File: src/rtl/modexp_ctrl_pkg.sv
// Shared definitions for the modular-exponentiation sequencer and its multiplier handshake.
package modexp_ctrl_pkg;

    localparam int unsigned BITS  = 31;
    localparam int unsigned EBITS = 31;
    localparam int unsigned DW    = BITS + 1;

    typedef enum logic [2:0] {
        IDLE     = 3'd0,
        CONV_X   = 3'd1,
        CONV_A   = 3'd2,
        SQR      = 3'd3,
        MUL      = 3'd4,
        CONV_OUT = 3'd5,
        FIN      = 3'd6
    } state_t;

    typedef enum logic [1:0] {
        MM_IDLE  = 2'd0,
        MM_ISSUE = 2'd1,
        MM_WAIT  = 2'd2
    } mm_phase_t;

    localparam logic [BITS:0] ONE = DW'(1);

    // Multiplier request/response payloads as seen on the mm_* ports.
    typedef struct packed {
        logic          start;
        logic [BITS:0] a;
        logic [BITS:0] b;
    } mm_req_t;

    typedef struct packed {
        logic          done;
        logic [BITS:0] y;
    } mm_rsp_t;

endpackage

File: src/rtl/modexp_ctrl_mm_issue.sv
// One multiplier transaction: latch operands, pulse mm_start, hold until mm_done.
module modexp_ctrl_mm_issue
    import modexp_ctrl_pkg::*;
#(
    parameter int unsigned bits = BITS
) (
    input  logic          clk,
    input  logic          reset,
    input  logic          go,
    input  logic [bits:0] op_a,
    input  logic [bits:0] op_b,
    input  logic          mm_done,
    input  logic [bits:0] mm_y,
    output logic [bits:0] mm_a,
    output logic [bits:0] mm_b,
    output logic          mm_start,
    output logic          cap_c,
    output logic [bits:0] res_c
);

    mm_phase_t phase;
    logic      accept;

    // A new request may be taken in the same cycle the previous result lands.
    assign cap_c  = (phase == MM_WAIT) && mm_done;
    assign accept = go && ((phase == MM_IDLE) || cap_c);
    assign res_c  = mm_y;

    always_ff @(posedge clk or negedge reset) begin
        if (!reset) begin
            phase    <= MM_IDLE;
            mm_start <= 1'b0;
            mm_a     <= '0;
            mm_b     <= '0;
        end else begin
            mm_start <= accept;
            if (accept) begin
                mm_a  <= op_a;
                mm_b  <= op_b;
                phase <= MM_ISSUE;
            end else if (phase == MM_ISSUE) begin
                phase <= MM_WAIT;
            end else if (cap_c) begin
                phase <= MM_IDLE;
            end
        end
    end

endmodule

File: src/rtl/modexp_ctrl.sv
// Left-to-right square-and-multiply sequencer driving one Montgomery multiplier.
module modexp_ctrl
    import modexp_ctrl_pkg::*;
#(
    parameter int unsigned bits  = BITS,
    parameter int unsigned ebits = EBITS
) (
    input  logic          clk,
    input  logic          reset,
    input  logic          start,
    input  logic [bits:0] msg,
    input  logic [ebits:0] e,
    input  logic [bits:0] N,
    input  logic [bits:0] r2,
    output logic          busy,
    output logic          done,
    output logic          err,
    output logic [bits:0] y,
    output logic [bits:0] mm_a,
    output logic [bits:0] mm_b,
    output logic          mm_start,
    input  logic          mm_done,
    input  logic [bits:0] mm_y,
    output logic [2:0]    stateO
);

    localparam int unsigned W  = bits + 1;
    localparam int unsigned IW = (ebits > 0) ? $clog2(ebits + 1) : 1;

    state_t         state, nxt_c;
    logic           go_c, dec_c, cap_c;
    logic [bits:0]  op_a_c, op_b_c, res_c;
    logic [IW-1:0]  idx;
    logic [ebits:0] e_reg;
    logic [bits:0]  r2_reg, x_reg;
    logic           unused_n;

    // Only the parity of N matters here; reduction lives in the multiplier.
    assign unused_n = ^N[bits:1];
    assign stateO   = state;

    modexp_ctrl_mm_issue #(.bits(bits)) u_issue (
        .clk      (clk),
        .reset    (reset),
        .go       (go_c),
        .op_a     (op_a_c),
        .op_b     (op_b_c),
        .mm_done  (mm_done),
        .mm_y     (mm_y),
        .mm_a     (mm_a),
        .mm_b     (mm_b),
        .mm_start (mm_start),
        .cap_c    (cap_c),
        .res_c    (res_c)
    );

    // Next state and the operands of the transaction issued on that edge.
    always_comb begin
        nxt_c  = state;
        go_c   = 1'b0;
        dec_c  = 1'b0;
        op_a_c = res_c;
        op_b_c = res_c;
        case (state)
            IDLE: if (start) begin
                if (!N[0]) begin
                    nxt_c = FIN;
                end else begin
                    nxt_c  = CONV_X;
                    go_c   = 1'b1;
                    op_a_c = msg;
                    op_b_c = r2;
                end
            end
            CONV_X: if (cap_c) begin
                nxt_c  = CONV_A;
                go_c   = 1'b1;
                op_a_c = r2_reg;
                op_b_c = W'(ONE);
            end
            CONV_A: if (cap_c) begin
                nxt_c = SQR;
                go_c  = 1'b1;
            end
            SQR: if (cap_c) begin
                go_c = 1'b1;
                if (e_reg[idx]) begin
                    nxt_c  = MUL;
                    op_b_c = x_reg;
                end else if (idx == '0) begin
                    nxt_c  = CONV_OUT;
                    op_b_c = W'(ONE);
                end else begin
                    dec_c = 1'b1;
                end
            end
            MUL: if (cap_c) begin
                go_c = 1'b1;
                if (idx == '0) begin
                    nxt_c  = CONV_OUT;
                    op_b_c = W'(ONE);
                end else begin
                    nxt_c = SQR;
                    dec_c = 1'b1;
                end
            end
            CONV_OUT: if (cap_c) nxt_c = FIN;
            FIN:      nxt_c = IDLE;
            default:  nxt_c = IDLE;
        endcase
    end

    always_ff @(posedge clk or negedge reset) begin
        if (!reset) begin
            state  <= IDLE;
            busy   <= 1'b0;
            done   <= 1'b0;
            err    <= 1'b0;
            y      <= '0;
            x_reg  <= '0;
            r2_reg <= '0;
            e_reg  <= '0;
            idx    <= '0;
        end else begin
            state <= nxt_c;
            done  <= (nxt_c == FIN);
            busy  <= (nxt_c != IDLE) && (nxt_c != FIN);
            if (state == IDLE && start) begin
                e_reg  <= e;
                r2_reg <= r2;
                err    <= ~N[0];
                if (!N[0]) y <= '0;
            end
            if (cap_c) begin
                case (state)
                    CONV_X:   x_reg <= res_c;
                    CONV_A:   idx   <= IW'(ebits);
                    CONV_OUT: y     <= res_c;
                    default:  ;
                endcase
            end
            if (dec_c) idx <= idx - IW'(1);
        end
    end

endmodule

File: config.mk
export PLATFORM = sky130hd
export DESIGN_NAME = modexp_ctrl
export DESIGN_NICKNAME = d
export VERILOG_FILES = /design/src/rtl/modexp_ctrl_pkg.sv /design/src/rtl/modexp_ctrl_mm_issue.sv /design/src/rtl/modexp_ctrl.sv
export SDC_FILE = /design/constraint.sdc
export NUM_CORES = 1
export LEC_CHECK = 0
export CORE_MARGIN = 2
export CORE_UTILIZATION = 48
export DETAILED_ROUTE_END_ITERATION = 7
export GPL_ROUTABILITY_DRIVEN = 0
export PLACE_DENSITY = 0.8
export SYNTH_ARGS = -nofsm -noshare
export SYNTH_HDL_FRONTEND = slang
export SYNTH_SLANG_ARGS = --single-unit
File: constraint.sdc
create_clock -name clk -period 2.79 [get_ports clk]
set_input_delay 0.558 -clock clk [delete_from_list [all_inputs] [get_ports clk]]
set_output_delay 0.558 -clock clk [all_outputs]
set_load 0.02 [all_outputs]
== Word-level counts from Yosys, hierarchy flattened ==
Index checks and enable logic that the tools add are counted.
Storage, ports and cells
  bits in registers: 206
  bits of input ports: 164
  bits in latches: 0
  word-level logic and storage cells: 84
  memory bits (read-only): 0
  memories kept: 0
  RAM bits: 0
  output and inout port bits: 103
Cells by class
  multiply operators: 0
  $lt $le $gt $ge: 1
  multiplexer cells: 44
  equality and inequality tests: 9
  shift-type cells: 0
  reduce and logical (&&, ||, !) cells: 15
  div/mod/pow operators: 0
  bitwise logic cells: 1
  add/sub/neg operators: 1
Operators by type and width (count)
  2-to-1 mux 32 bit: 14
  one-hot mux 32 bit (4 select lines): 1
  one-hot mux 32 bit (2 select lines): 1
  2-to-1 mux 3 bit: 10
  one-hot mux 3 bit (6 select lines): 1
  2-to-1 mux 5 bit: 3
  equality test 3 bit, second input constant: 3
  2-to-1 mux 1 bit: 8
  equality test 3 x 2 -> 1 bit, second input constant: 2
  < comparator 5 x 6 -> 1 bit, second input constant: 1
  2-to-1 mux 2 bit: 3
  nonzero test 3 bit: 2
  binary-select mux 1 bit (select 5 bit): 1
  logical NOT 5 bit: 1
  subtractor 5 x 1 -> 5 bit, second input constant: 1
  logical AND 1 bit: 4
  one-hot mux 1 bit (2 select lines): 2
  AND reduction 2 bit: 2
  nonzero test 2 bit: 2
  OR reduction 4 bit: 1
  equality test 3 x 1 -> 1 bit, second input constant: 1
  logical NOT 3 bit: 1
  inequality test 3 bit, second input constant: 1
  equality test 2 x 1 -> 1 bit, second input constant: 1
  other kinds (4): 4

== Longest topological paths before layout ==
  word-level depth: 7
  depth in mapped cells: 12

== Modules after synthesis ==
From an unflattened synthesis, not the netlist that was laid out.
Unflattened totals
  cells, all modules: 881
  area total of the unflattened synthesis: 9877.0 µm²
By module, submodules not included
  modexp_ctrl: area an instance 7134.3 µm², cells an instance 705, instances 1, sequential area each 3478.3 µm²
  modexp_ctrl_mm_issue: area an instance 2742.6 µm², cells an instance 176, instances 1, sequential area each 1676.6 µm²

== Worst setup path before layout ==
No wires, ideal clock.
  path kind: reg2reg
  start: register idx[1]
  end: register busy
  cell stages (with the launch flop): 12
  arrival: 2.443 ns
  setup slack: 0.229 ns
  path buffers: 3
  period minus slack after synthesis: 2.561 ns
  cell sequence: dfrtp_1 -> buf_2 -> buf_2 -> inv_1 -> ha_1 -> or4b_1 -> clkbuf_1 -> a21oi_1 -> o32ai_1 -> a31o_1 -> or3b_1 -> a21o_1
On the way
  longest elaborated chain between the ends: 7
  elaborated cells between the ends (all ways): 12
  classes of those cells: eq/ne (1); mux (8); reduce/logical (3)
RTL lines
  start, declared: line modexp_ctrl.sv:33  | logic [IW-1:0] idx;
  start signal, assigned: line modexp_ctrl.sv:137  | CONV_A: idx <= IW'(ebits);
  start signal, assigned: line modexp_ctrl.sv:142  | if (dec_c) idx <= idx - IW'(1);
  binary-select mux 1 bit (select 5 bit) / logical NOT 5 bit (equally long branches): line modexp_ctrl.sv:87, modexp_ctrl.sv:90, modexp_ctrl.sv:99
  2-to-1 mux 1 bit (implied by the code) / 2-to-1 mux 3 bit (equally long branches): line modexp_ctrl.sv:87, modexp_ctrl.sv:90
  2-to-1 mux 3 bit: line modexp_ctrl.sv:87  | if (e_reg[idx]) begin
  2-to-1 mux 3 bit: line modexp_ctrl.sv:85  | SQR: if (cap_c) begin
  one-hot mux 3 bit (6 select lines) (*): line modexp_ctrl.sv:64  | case (state)
  net nxt_c[1]: line modexp_ctrl.sv:30  | state_t state, nxt_c;
  inequality test 3 bit / nonzero test 3 bit (equally long branches): line modexp_ctrl.sv:127  | busy <= (nxt_c != IDLE) && (nxt_c != FIN);
  logical AND 1 bit (*): line modexp_ctrl.sv:127
  end signal, assigned: line modexp_ctrl.sv:127
  end, declared: line modexp_ctrl.sv:15  | output logic busy,
Mark *: on every way through the listed nets, which the timed path passes. The rest lies on a longest branch. The select of a mux whose other input is x is not followed.
A chain may end at the register's enable or synchronous reset.

== Worst setup path after layout ==
  start: register state[1], in the netlist stateO[1]
  end: output stateO[1]
RTL lines
  start, declared: line modexp_ctrl.sv:30
  start signal, assigned: line modexp_ctrl.sv:125  | state <= nxt_c;
  end, declared: line modexp_ctrl.sv:24  | output logic [2:0] stateO
No word-level cell between the ends.

==> run_results.csv <==
group,metric,value,unit
cts,clk_latency,0.50,ns
timing,period_share,94.39,%
timing,hold_viol,0,
route,via_count,8481,
power_and_ir_drop,p_per_area,1066,mW/mm^2
worst_setup_path,crit_slowest_cell,"clkdlybuf4s50_1",
power_and_ir_drop,peakVddDrop,0.5699,mV
timing,tightestPinTransition,1.192,ns
logic_synthesis,synth_nets,1156,
route,routed_via_density,5.700,
timing,min_period,2.633,ns
final_layout,nNetsFinal,1374,
timing,fmax,0.3797,GHz
worst_setup_path,required,2.23,ns
timing,setup_viol,0,
worst_setup_path,crit_path_end_kind,"output pin",
global_route,antenna_found_initial,1,
final_layout,stdcell_area,0.01294,sq mm
logic_synthesis,ys_seq_area_share,54.98,%
worst_hold_path,hp-class,"reg2reg",
cts,cts-buffers-inserted,22,
worst_setup_path,critPathBufInv,2,
timing,tns,0,ns
final_layout,syn2layout_area_growth,38.05,%
die,die_y,143.8,um
die,dieArea,0.02067,sq mm
cts,cts.clk_slew.worst_paths,0.06,ns
die,start_util,48.49,%
worst_setup_path,slowest_delay,0.65,ns
global_route,grt_pass1_vias,8391,
global_route,grt_first_pass_wirelength,44.29,mm
logic_synthesis,synth-seq-cells,206,
place,port_buffers,235,
route,drtPass1Iterations,7,
logic_synthesis,synth_ff_type,"dfrtp_1",
worst_setup_path,cp_max_fo,13,
worst_hold_path,worstHoldStart,"e_reg[5]",
die,core_area,0.01933,sq mm
route,final_antenna_net_count,0,
final_layout,drive_above_1_share,7.032,%
timing,whs,0.4729,ns
worst_setup_path,reg2regPathDepth,8,
global_route,grt_usage,26.84,%
worst_hold_path,hold_depth,2,
cts,cts.sinks,206,
timing,grt_setup_unrepaired,"false",
route,drc,0,
route,avgRoutedWirePerCell,18.61,um
worst_setup_path,critical_path_class,"reg2out",
worst_setup_path,reg2reg_from,"idx[1]",
worst_hold_path,hold_path_end,"e_reg[5]",
cts,cts-htree-levels,1,
logic_synthesis,postSynthCellCount,990,
cts,clockRootBuffer,"clkbuf_16",
cts,cts_tree,"done",
die,rows,51,
logic_synthesis,synth_edf_count,0,
global_route,grt_max_degree,79,
status,status,"complete, no violations",
place,placed_cell_area,0.01216,sq mm
cts,clockBufferDepth,3,
die,io_pins,267,
timing,finClkSkew,0.008126,ns
worst_setup_path,cp-start-kind,"flip-flop",
logic_synthesis,syn_area_per_cell,9.470,sq um
logic_synthesis,yosysWarnings,0,
global_route,gr-total-overflow,0,
timing,drv_slew,0,
route,drtIter0Drc,746,
logic_synthesis,ys_types,48,
final_layout,insertedDiodeCount,0,
place,hpwl,18.17,mm
route,wl,27.69,mm
logic_synthesis,async_reset_ff_share,100.0,%
worst_setup_path,crit_family,"buffers and inverters",
logic_synthesis,netlist_area,0.009375,sq mm
power_and_ir_drop,p_leak,5.953,nW
worst_setup_path,timing.rr.end,"busy",
worst_setup_path,cp_cell_sequence,"buf_4 -> clkdlybuf4s50_1",
final_layout,fillCellCount,1521,
timing,maxSlewHeadroom,20.33,%
worst_setup_path,arrival,2.08,ns
die,die_x,143.8,um
cts,cts_resized,0,
flow_run,drv_cap,0,
worst_setup_path,r2r_slack,0.20,ns
==> worst max path at each step <==
stage / cells past startpoint / endpoint / from / slack [ns]
detailed placement: 8 / u_issue.mm_b[0] / start / -0.008
global placement: 8 / u_issue.mm_b[0] / start / 0.05
global route: 2 / stateO[1] / stateO[1] / 0.05
CTS: 2 / stateO[1] / stateO[1] / 0.15
floorplan: 11 / busy / idx[1] / 0.23
finish: 2 / stateO[1] / stateO[1] / 0.16
==> area by class of cell <==
| cell class | count | area [sq um] | area share (%) |
|---|---|---|---|
| Timing Repair Buffer | 276 | 2754 | 21.28 |
| Sequential cell | 206 | 5155 | 39.83 |
| Tap cell | 265 | 331.6 | 2.562 |
| Clock inverter | 3 | 65.06 | 0.5027 |
| Inverter | 40 | 150.1 | 1.160 |
| Multi-Input combinational cell | 662 | 3782 | 29.22 |
| Clock buffer | 36 | 704.4 | 5.443 |
==> tightest hold or removal path: stages, from the launching register on <==
cell,delay [ns]
dfrtp_1,0.34
nand2_1,0.05
nand2_1,0.05
==> stage by stage <==
step / worst slack (ns) / power, mW / util (%) / instances
CTS: 0.1519 / 13.85 / 66.94 / 1488
finish: 0.1566 / 13.79 / 66.94 / 1488
detailed placement: -0.007836 / 10.74 / 62.91 / 1448
floorplan: 0.2288 / 8.396 / - / 990
global route: 0.05157 / 14.68 / 66.94 / 1488
global placement: 0.05063 / 10.55 / 62.91 / 1448
==> synthesized netlist by cell type, types with 2 or more instances <==
library cell | n | area (sq um)
nand2_1 | 299 | 1122
dfrtp_1 | 206 | 5155
o21ai_0 | 67 | 335.3
clkbuf_1 | 63 | 236.5
inv_1 | 40 | 150.1
nand3_1 | 35 | 175.2
a22o_1 | 33 | 289.0
a222oi_1 | 32 | 320.3
a22oi_1 | 32 | 240.2
o21a_1 | 31 | 232.7
o221ai_1 | 31 | 271.5
mux2i_1 | 19 | 190.2
nor2_1 | 13 | 48.80
a21oi_1 | 11 | 55.05
buf_2 | 11 | 55.05
nor3_1 | 10 | 50.05
buf_1 | 5 | 18.77
o22ai_1 | 5 | 31.28
o32ai_1 | 5 | 43.79
or3b_1 | 4 | 35.03
a31oi_1 | 3 | 18.77
a211o_1 | 2 | 17.52
a211oi_1 | 2 | 15.01
and3_1 | 2 | 12.51
buf_4 | 2 | 15.01
ha_1 | 2 | 25.02
nand3b_1 | 2 | 15.01
nor4b_1 | 2 | 17.52
or3_1 | 2 | 12.51
==> placed cells by master (no fill, tap or decap), drive strengths merged, types with 32 or more instances in the layout <==
| cell | instances |
|---|---|
| o21ai | 67 |
| dfrtp | 206 |
| a22oi | 32 |
| inv | 40 |
| nand2 | 299 |
| buf | 40 |
| a222oi | 32 |
| nand3 | 35 |
| a22o | 33 |
| clkbuf | 37 |
| clkdlybuf4s50 | 234 |
==> report_power, final <==
| group | internal (mW) | switching [mW] | leakage, nW |
|---|---|---|---|
| clock network | 1.90 | 1.16 | 0.379 |
| logic | 2.63 | 3.16 | 3.00 |
| registers | 4.24 | 0.709 | 2.57 |
==> kinds of logic (layout without fill, tap and decap cells) <==
family	count (synthesis)	in the layout	synth area share (%)
AND/OR/NAND/NOR	377	377	16.55
AO/OA/AOI/OAI	262	262	20.77
flip-flops	206	206	54.98
buffers and inverters	122	355	5.191
multiplexers	20	20	2.149
adder cells (fa/ha/maj)	2	2	0.2669
XOR/XNOR	1	1	0.09344
==> layer usage <==
layer	vias to the layer above	wire, um	global-route usage [%]
li1	3931	-	-
met1	4119	11900	37.77
met2	393	12810	43.16
met3	36	2404	4.598
met4	2	560	7.379
met5	-	13	0
==> repair_timing <==
| action | 4_1_cts | 5_1_grt |
|---|---|---|
| hold buffers | 1 | 0 |
| setup buffers | 0 | 0 |
| endpoints found under the hold margin | 4 | 0 |
No activity file was read; power rests on OpenSTA's default activity.
